File: config.mk
export PLATFORM = sky130hd
export DESIGN_NAME = time_keeper_multi
export DESIGN_NICKNAME = d
export VERILOG_FILES = /design/src/rtl/time_keeper_pkg.sv /design/src/rtl/pps_edge_det.sv /design/src/rtl/time_keeper_multi.sv
export SDC_FILE = /design/constraint.sdc
export NUM_CORES = 1
export LEC_CHECK = 0
export CAP_MARGIN = 10
export CORE_ASPECT_RATIO = 0.75
export CORE_UTILIZATION = 48
export DETAILED_ROUTE_END_ITERATION = 6
export GPL_TIMING_DRIVEN = 0
export PLACE_DENSITY = 0.75
export SLEW_MARGIN = 20
export SYNTH_ARGS = -nofsm -noshare
export SYNTH_HDL_FRONTEND = slang
export SYNTH_SLANG_ARGS = --single-unit
File: constraint.sdc
create_clock -name clk -period 2.4 [get_ports clk]
set_clock_uncertainty 0.1 [all_clocks]
set_input_delay 0.48 -clock clk [delete_from_list [all_inputs] [get_ports clk]]
set_output_delay 0.48 -clock clk [all_outputs]
set_load 0.005 [all_outputs]
File: src/rtl/time_keeper_pkg.sv
// Shared definitions for the multi-source PPS time keeper: settings register
// offsets, CTRL field positions and reset value, and the preset FSM states.
package time_keeper_pkg;

    localparam int REG_TICKS_HI = 0;
    localparam int REG_TICKS_LO = 1;
    localparam int REG_CTRL     = 2;

    localparam int CTRL_SRC_LSB  = 0;
    localparam int CTRL_SRC_MSB  = 2;
    localparam int CTRL_POL_BIT  = 8;
    localparam int CTRL_MODE_BIT = 9;

    localparam logic [31:0] CTRL_RESET = 32'h0000_0100;

    typedef enum logic {
        IDLE  = 1'b0,
        ARMED = 1'b1
    } state_t;

endpackage

File: src/rtl/pps_edge_det.sv
// Brings one asynchronous PPS input into the clock domain and produces a
// registered one-cycle pulse on its active edge (rising when polarity = 1).
module pps_edge_det (
    input  logic clk,
    input  logic rst,
    input  logic pps,
    input  logic polarity,
    output logic pulse
);

    logic sync1;
    logic sync2;
    logic prev;

    // Two-flop synchroniser, a history flop, and a registered edge pulse
    always_ff @(posedge clk) begin
        if (rst) begin
            sync1 <= 1'b0;
            sync2 <= 1'b0;
            prev  <= 1'b0;
            pulse <= 1'b0;
        end else begin
            sync1 <= pps;
            sync2 <= sync1;
            prev  <= sync2;
            pulse <= polarity ? (sync2 & ~prev) : (~sync2 & prev);
        end
    end

endmodule

File: src/rtl/time_keeper_multi.sv
// Free-running tick counter disciplined by one of several PPS inputs, with a
// settings bus for presetting time and selecting source, polarity and load mode.
module time_keeper_multi
    import time_keeper_pkg::*;
#(
    parameter int BASE        = 0,
    parameter int TW          = 64,
    parameter int NSRC        = 2,
    parameter int PPS_TIMEOUT = 120000000
) (
    input  logic            clk,
    input  logic            rst,
    input  logic            set_stb,
    input  logic [7:0]      set_addr,
    input  logic [31:0]     set_data,
    input  logic [NSRC-1:0] pps_in,
    output logic [TW-1:0]   time_now,
    output logic [TW-1:0]   time_pps,
    output logic            pps_int,
    output logic            pps_lost,
    output logic [15:0]     pps_count,
    output logic            armed
);

    localparam int WDW = (PPS_TIMEOUT < 2) ? 1 : $clog2(PPS_TIMEOUT + 1);
    localparam logic [WDW-1:0] WD_MAX = WDW'(PPS_TIMEOUT);

    localparam logic [7:0] ADDR_HI   = 8'(BASE + REG_TICKS_HI);
    localparam logic [7:0] ADDR_LO   = 8'(BASE + REG_TICKS_LO);
    localparam logic [7:0] ADDR_CTRL = 8'(BASE + REG_CTRL);

    logic [31:0]    ticks_lo;
    logic [TW-33:0] ticks_hi;
    logic [2:0]     src_sel;
    logic           polarity;
    logic           mode;
    logic [NSRC-1:0] edges;
    logic           sel_edge;
    logic [1:0]     quiet;
    logic [TW-1:0]  tick;
    logic [WDW-1:0] watchdog;
    logic           load;
    state_t         state;
    state_t         state_next;

    logic wr_hi;
    logic wr_lo;
    logic wr_ctrl;
    logic src_change;
    logic ctrl_change;

    assign wr_hi   = set_stb && (set_addr == ADDR_HI);
    assign wr_lo   = set_stb && (set_addr == ADDR_LO);
    assign wr_ctrl = set_stb && (set_addr == ADDR_CTRL);

    assign src_change  = wr_ctrl && (set_data[CTRL_SRC_MSB:CTRL_SRC_LSB] != src_sel);
    assign ctrl_change = src_change || (wr_ctrl && (set_data[CTRL_POL_BIT] != polarity));

    assign armed    = (state == ARMED);
    assign pps_lost = (watchdog == WD_MAX);

    for (genvar i = 0; i < NSRC; i++) begin : g_src
        pps_edge_det u_det (
            .clk      (clk),
            .rst      (rst),
            .pps      (pps_in[i]),
            .polarity (polarity),
            .pulse    (edges[i])
        );
    end

    // Settings registers: preset halves and CTRL fields
    always_ff @(posedge clk) begin
        if (rst) begin
            ticks_lo <= '0;
            ticks_hi <= '0;
            src_sel  <= CTRL_RESET[CTRL_SRC_MSB:CTRL_SRC_LSB];
            polarity <= CTRL_RESET[CTRL_POL_BIT];
            mode     <= CTRL_RESET[CTRL_MODE_BIT];
        end else begin
            if (wr_lo) ticks_lo <= set_data;
            if (wr_hi) ticks_hi <= set_data[TW-33:0];
            if (wr_ctrl) begin
                src_sel  <= set_data[CTRL_SRC_MSB:CTRL_SRC_LSB];
                polarity <= set_data[CTRL_POL_BIT];
                mode     <= set_data[CTRL_MODE_BIT];
            end
        end
    end

    // Pick the selected source's edge; out-of-range selects give nothing
    always_comb begin
        sel_edge = 1'b0;
        for (int i = 0; i < NSRC; i++) begin
            if (src_sel == 3'(i)) sel_edge = edges[i];
        end
    end

    // PPS pulse, edge counter, and a two-cycle blanking window after a source/polarity change
    always_ff @(posedge clk) begin
        if (rst) begin
            pps_int   <= 1'b0;
            quiet     <= 2'b00;
            pps_count <= '0;
        end else begin
            pps_int <= sel_edge & ~quiet[0];
            quiet   <= ctrl_change ? 2'b11 : {1'b0, quiet[1]};
            if (pps_int) pps_count <= pps_count + 16'd1;
        end
    end

    // Preset FSM state register
    always_ff @(posedge clk) begin
        if (rst) state <= IDLE;
        else     state <= state_next;
    end

    // Arm on a TICKS_HI write; load on PPS (mode 0) or next cycle (mode 1); a rewrite re-arms instead of loading
    always_comb begin
        state_next = state;
        load       = 1'b0;
        case (state)
            IDLE: begin
                if (wr_hi) state_next = ARMED;
            end
            ARMED: begin
                if (!wr_hi && (mode || pps_int)) begin
                    load       = 1'b1;
                    state_next = IDLE;
                end
            end
            default: state_next = IDLE;
        endcase
    end

    // Tick counter, its one-cycle delayed copy, and the PPS time capture
    always_ff @(posedge clk) begin
        if (rst) begin
            tick     <= '0;
            time_now <= '0;
            time_pps <= '0;
        end else begin
            tick     <= load ? {ticks_hi, ticks_lo} : tick + TW'(1);
            time_now <= tick;
            if (pps_int) time_pps <= time_now;
        end
    end

    // Loss-of-PPS watchdog: cleared by a PPS or a source change, saturates at the timeout
    always_ff @(posedge clk) begin
        if (rst) begin
            watchdog <= '0;
        end else if (pps_int || src_change) begin
            watchdog <= '0;
        end else if (watchdog != WD_MAX) begin
            watchdog <= watchdog + WDW'(1);
        end
    end

endmodule
==> metrics.yaml <==
global_route:
  grtUsageTotal_pct: 25.91
  grt.met1_usage_pct: 36.65
  grt_busiest_layer: "met2"
  grt_overflow: 0
  grt_max_degree: 20
  grt_pass1_wl_um: 53960
  grt_pass1_vias: 10090
  antenna_found_initial: 0
  use_met3_pct: 6.289
  gr-usage-met2_pct: 39.06
sta:
  setup_viol_count_final: 1
  max_freq_mhz: 412.5
  fin_crit_sh_pct: 101.0
  period_minus_slack_ps: 2424
  hold_viol: 0
  drv_slew: 0
  rsz0062_at_grt: "true"
  max_slew_margin_pct: 43.23
  worst_slew_pin_slew_ps: 851.6
  finalWorstSetupSlack_ps: -24.49
route:
  drtPass1Iterations: 5
  totalWireLength_um: 35040
  wl_per_cell_um: 17.97
  drc: 0
  avgViaCountPerCell: 5.505
  via_count: 10730
  ant_nets: 0
  drtIter0Drc: 934
worst_setup_path:
  end_kind: "output pin"
  worstSetupStartpointType: "flip-flop"
  crit_required_ps: 1820
  crit_chain: "nor4_2, nand4b_1, nor4_4, buf_2"
  path_buf_inv: 1
  path_delay_family: "simple AND/OR/NAND/NOR gates"
  crit_fanout: 3
  crit_slowest_cell: "dfxtp_2"
  critPathKind: "reg -> out"
  critical_path_arrival_ps: 1840
  cp_slowest_stage_delay_ps: 330
placement:
  place_area_um2: 14590
  dp_hpwl_um: 25160
  port-buffer-count: 190
  pre_cts_ws_ps: -1015
  gp_congestion: 0.9585
logic_synthesis:
  synth_top_area_share_pct: 51.57
  ys_types: 54
  synthCells: 1342
  syn_area_per_cell_um2: 9.141
  ys.flop_type: "dfxtp_1"
  synth_fp_nets: 1391
  synth_area_leaders: "dfxtp_1 (52%), nor2_1 (6.2%), mux2i_1 (5.9%)"
  yosys-top-cells-count: "dfxtp_1 (316), nor2_1 (201), nand2_1 (162)"
  synth_seq_cells: 316
  yosys.cell_count.top_type: "dfxtp_1"
  async_flop_share_pct: 0
  synth_edf_count: 0
  synth_area_um2: 12270
  synth_seq_area_share_pct: 51.57
  synth.largest_area_cell: "dfxtp_1"
  yosys_warnings: 0
flow_run:
  maxCapViolations: 0
cells_and_area:
  diodes: 0
  fin_nets: 1638
  drive_above_1_share_pct: 10.30
  final_area_um2: 16190
  areaGrowthSynthToFinish_pct: 32.01
die:
  start_util_pct: 49.02
  die_w_um: 186.6
  dieArea_um2: 26210
  pin_count: 192
  fp.dieH_um: 140.4
  rows: 50
  coreArea_um2: 25020
outcome:
  failed_checks: "setup timing"
  outcome: "complete, but fails checks"
clock_network:
  clk_path_buf_depth: 3
  cts.clk_slew.worst_paths_ps: 70
  cts_root_buffer: "clkbuf_16"
  cts-buffers-inserted: 30
  cts_tree: "yes"
  clk_latency_ps: 560
  htree_levels: 1
  cts_hold_buf: 0
  cts.sinks: 316
power_and_ir_drop:
  power.leakage_nw: 5.699
  ir_drop_mv: 0.6775
  p_per_area_nw_per_um2: 689.0
min_path:
  hold_path.class: "reg -> reg"
[final cells by class]
type / instances / area [um2]
Fill cell: 2069 / 8831
Sequential cell: 316 / 6355
Multi-Input combinational cell: 938 / 5763
Timing Repair Buffer: 218 / 2107
Clock buffer: 38 / 832.0
Tap cell: 338 / 422.9
Clock inverter: 17 / 340.3
Buffer: 71 / 320.3
Inverter: 14 / 52.55
[report_power, final]
| group | switching (W) | internal (W) |
|---|---|---|
| Combinational | 0.000191 | 0.000118 |
| Clock | 0.00205 | 0.00352 |
| Sequential | 0.0000187 | 0.00526 |
[final timing paths]
path                                                 from             endpoint  slack (ps)  cells after the start
worst min register to register        quiet[1]$_SDFF_PP0_  quiet[0]$_SDFF_PP0_         330                      1
worst max register to register         tick[5]$_SDFF_PP0_  tick[51]$_SDFF_PP0_          50                      7
worst min-delay path                  quiet[1]$_SDFF_PP0_  quiet[0]$_SDFF_PP0_         330                      1
worst max-delay path            watchdog[23]$_SDFFE_PP0N_             pps_lost         -20                      4
[cells in the final DEF (no fill, tap or decap), drive strengths merged, types with 12 or more instances in the layout]
master           n
dfxtp          316
nor2           202
clkdlybuf4s50  189
nand2          163
clkbuf          89
mux2i           72
a21oi           71
nor2b           66
buf             49
nand3           46
xnor2           41
xor2            39
a211oi          39
nand4           39
nor3            19
o21ai           19
or3             18
a311oi          18
inv             14
or4             14
and3            12
nor4            12
[cells by family after synthesis]
logic type               Yosys count  share of synthesized area [%]
AO/OA/AOI/OAI                    168                          8.874
AND/OR/NAND/NOR                  614                          24.65
flip-flops                       316                          51.57
multiplexers                      72                          5.875
adder cells (fa/ha/maj)            4                         0.4080
buffers and inverters             88                          2.907
XOR/XNOR                          80                          5.712
[flip-flops by register name, indices dropped and copies added (netlist names), 2 cells and up]
| name | count |
|---|---|
| tick | 64 |
| time_now | 64 |
| time_pps | 64 |
| ticks_hi | 32 |
| ticks_lo | 32 |
| watchdog | 27 |
| pps_count | 16 |
| src_sel | 3 |
| g_src.u_det.prev | 2 |
| g_src.u_det.pulse | 2 |
| g_src.u_det.sync1 | 2 |
| g_src.u_det.sync2 | 2 |
| quiet | 2 |
[repair_timing]
action | CTS | global route
cloned | 0 | 0
endpoints found under the setup margin | 232 | 100
resized for setup | 29 | 56
endpoints found under the hold margin | 0 | 0
pin swaps | 13 | 15
setup buffers | 17 | 11
[per-stage QoR]
stage | TNS, ps | utilization [%] | hold WS (ps) | instances | total power, W
after floorplan | 0 | - | 303.5 | 1342 | 0.005522
after global placement | -175690 | 58.31 | 314.0 | 1870 | 0.005692
after detailed placement | -183450 | 58.31 | 321.2 | 1870 | 0.005696
after CTS | -52.98 | 63.88 | 300.6 | 1940 | 0.01120
after global routing | -82.58 | 64.71 | 343.2 | 1950 | 0.01143
final | -24.49 | 64.71 | 330.9 | 1950 | 0.01116
[routing by layer]
layer / share of wire, % / vias up
met1: 44 / 5112
met5: 0 / -
met4: 2.9 / 0
met2: 43 / 441
met3: 10 / 80
li1: - / 5101
Note: power is estimated with default switching activity, not from simulation.
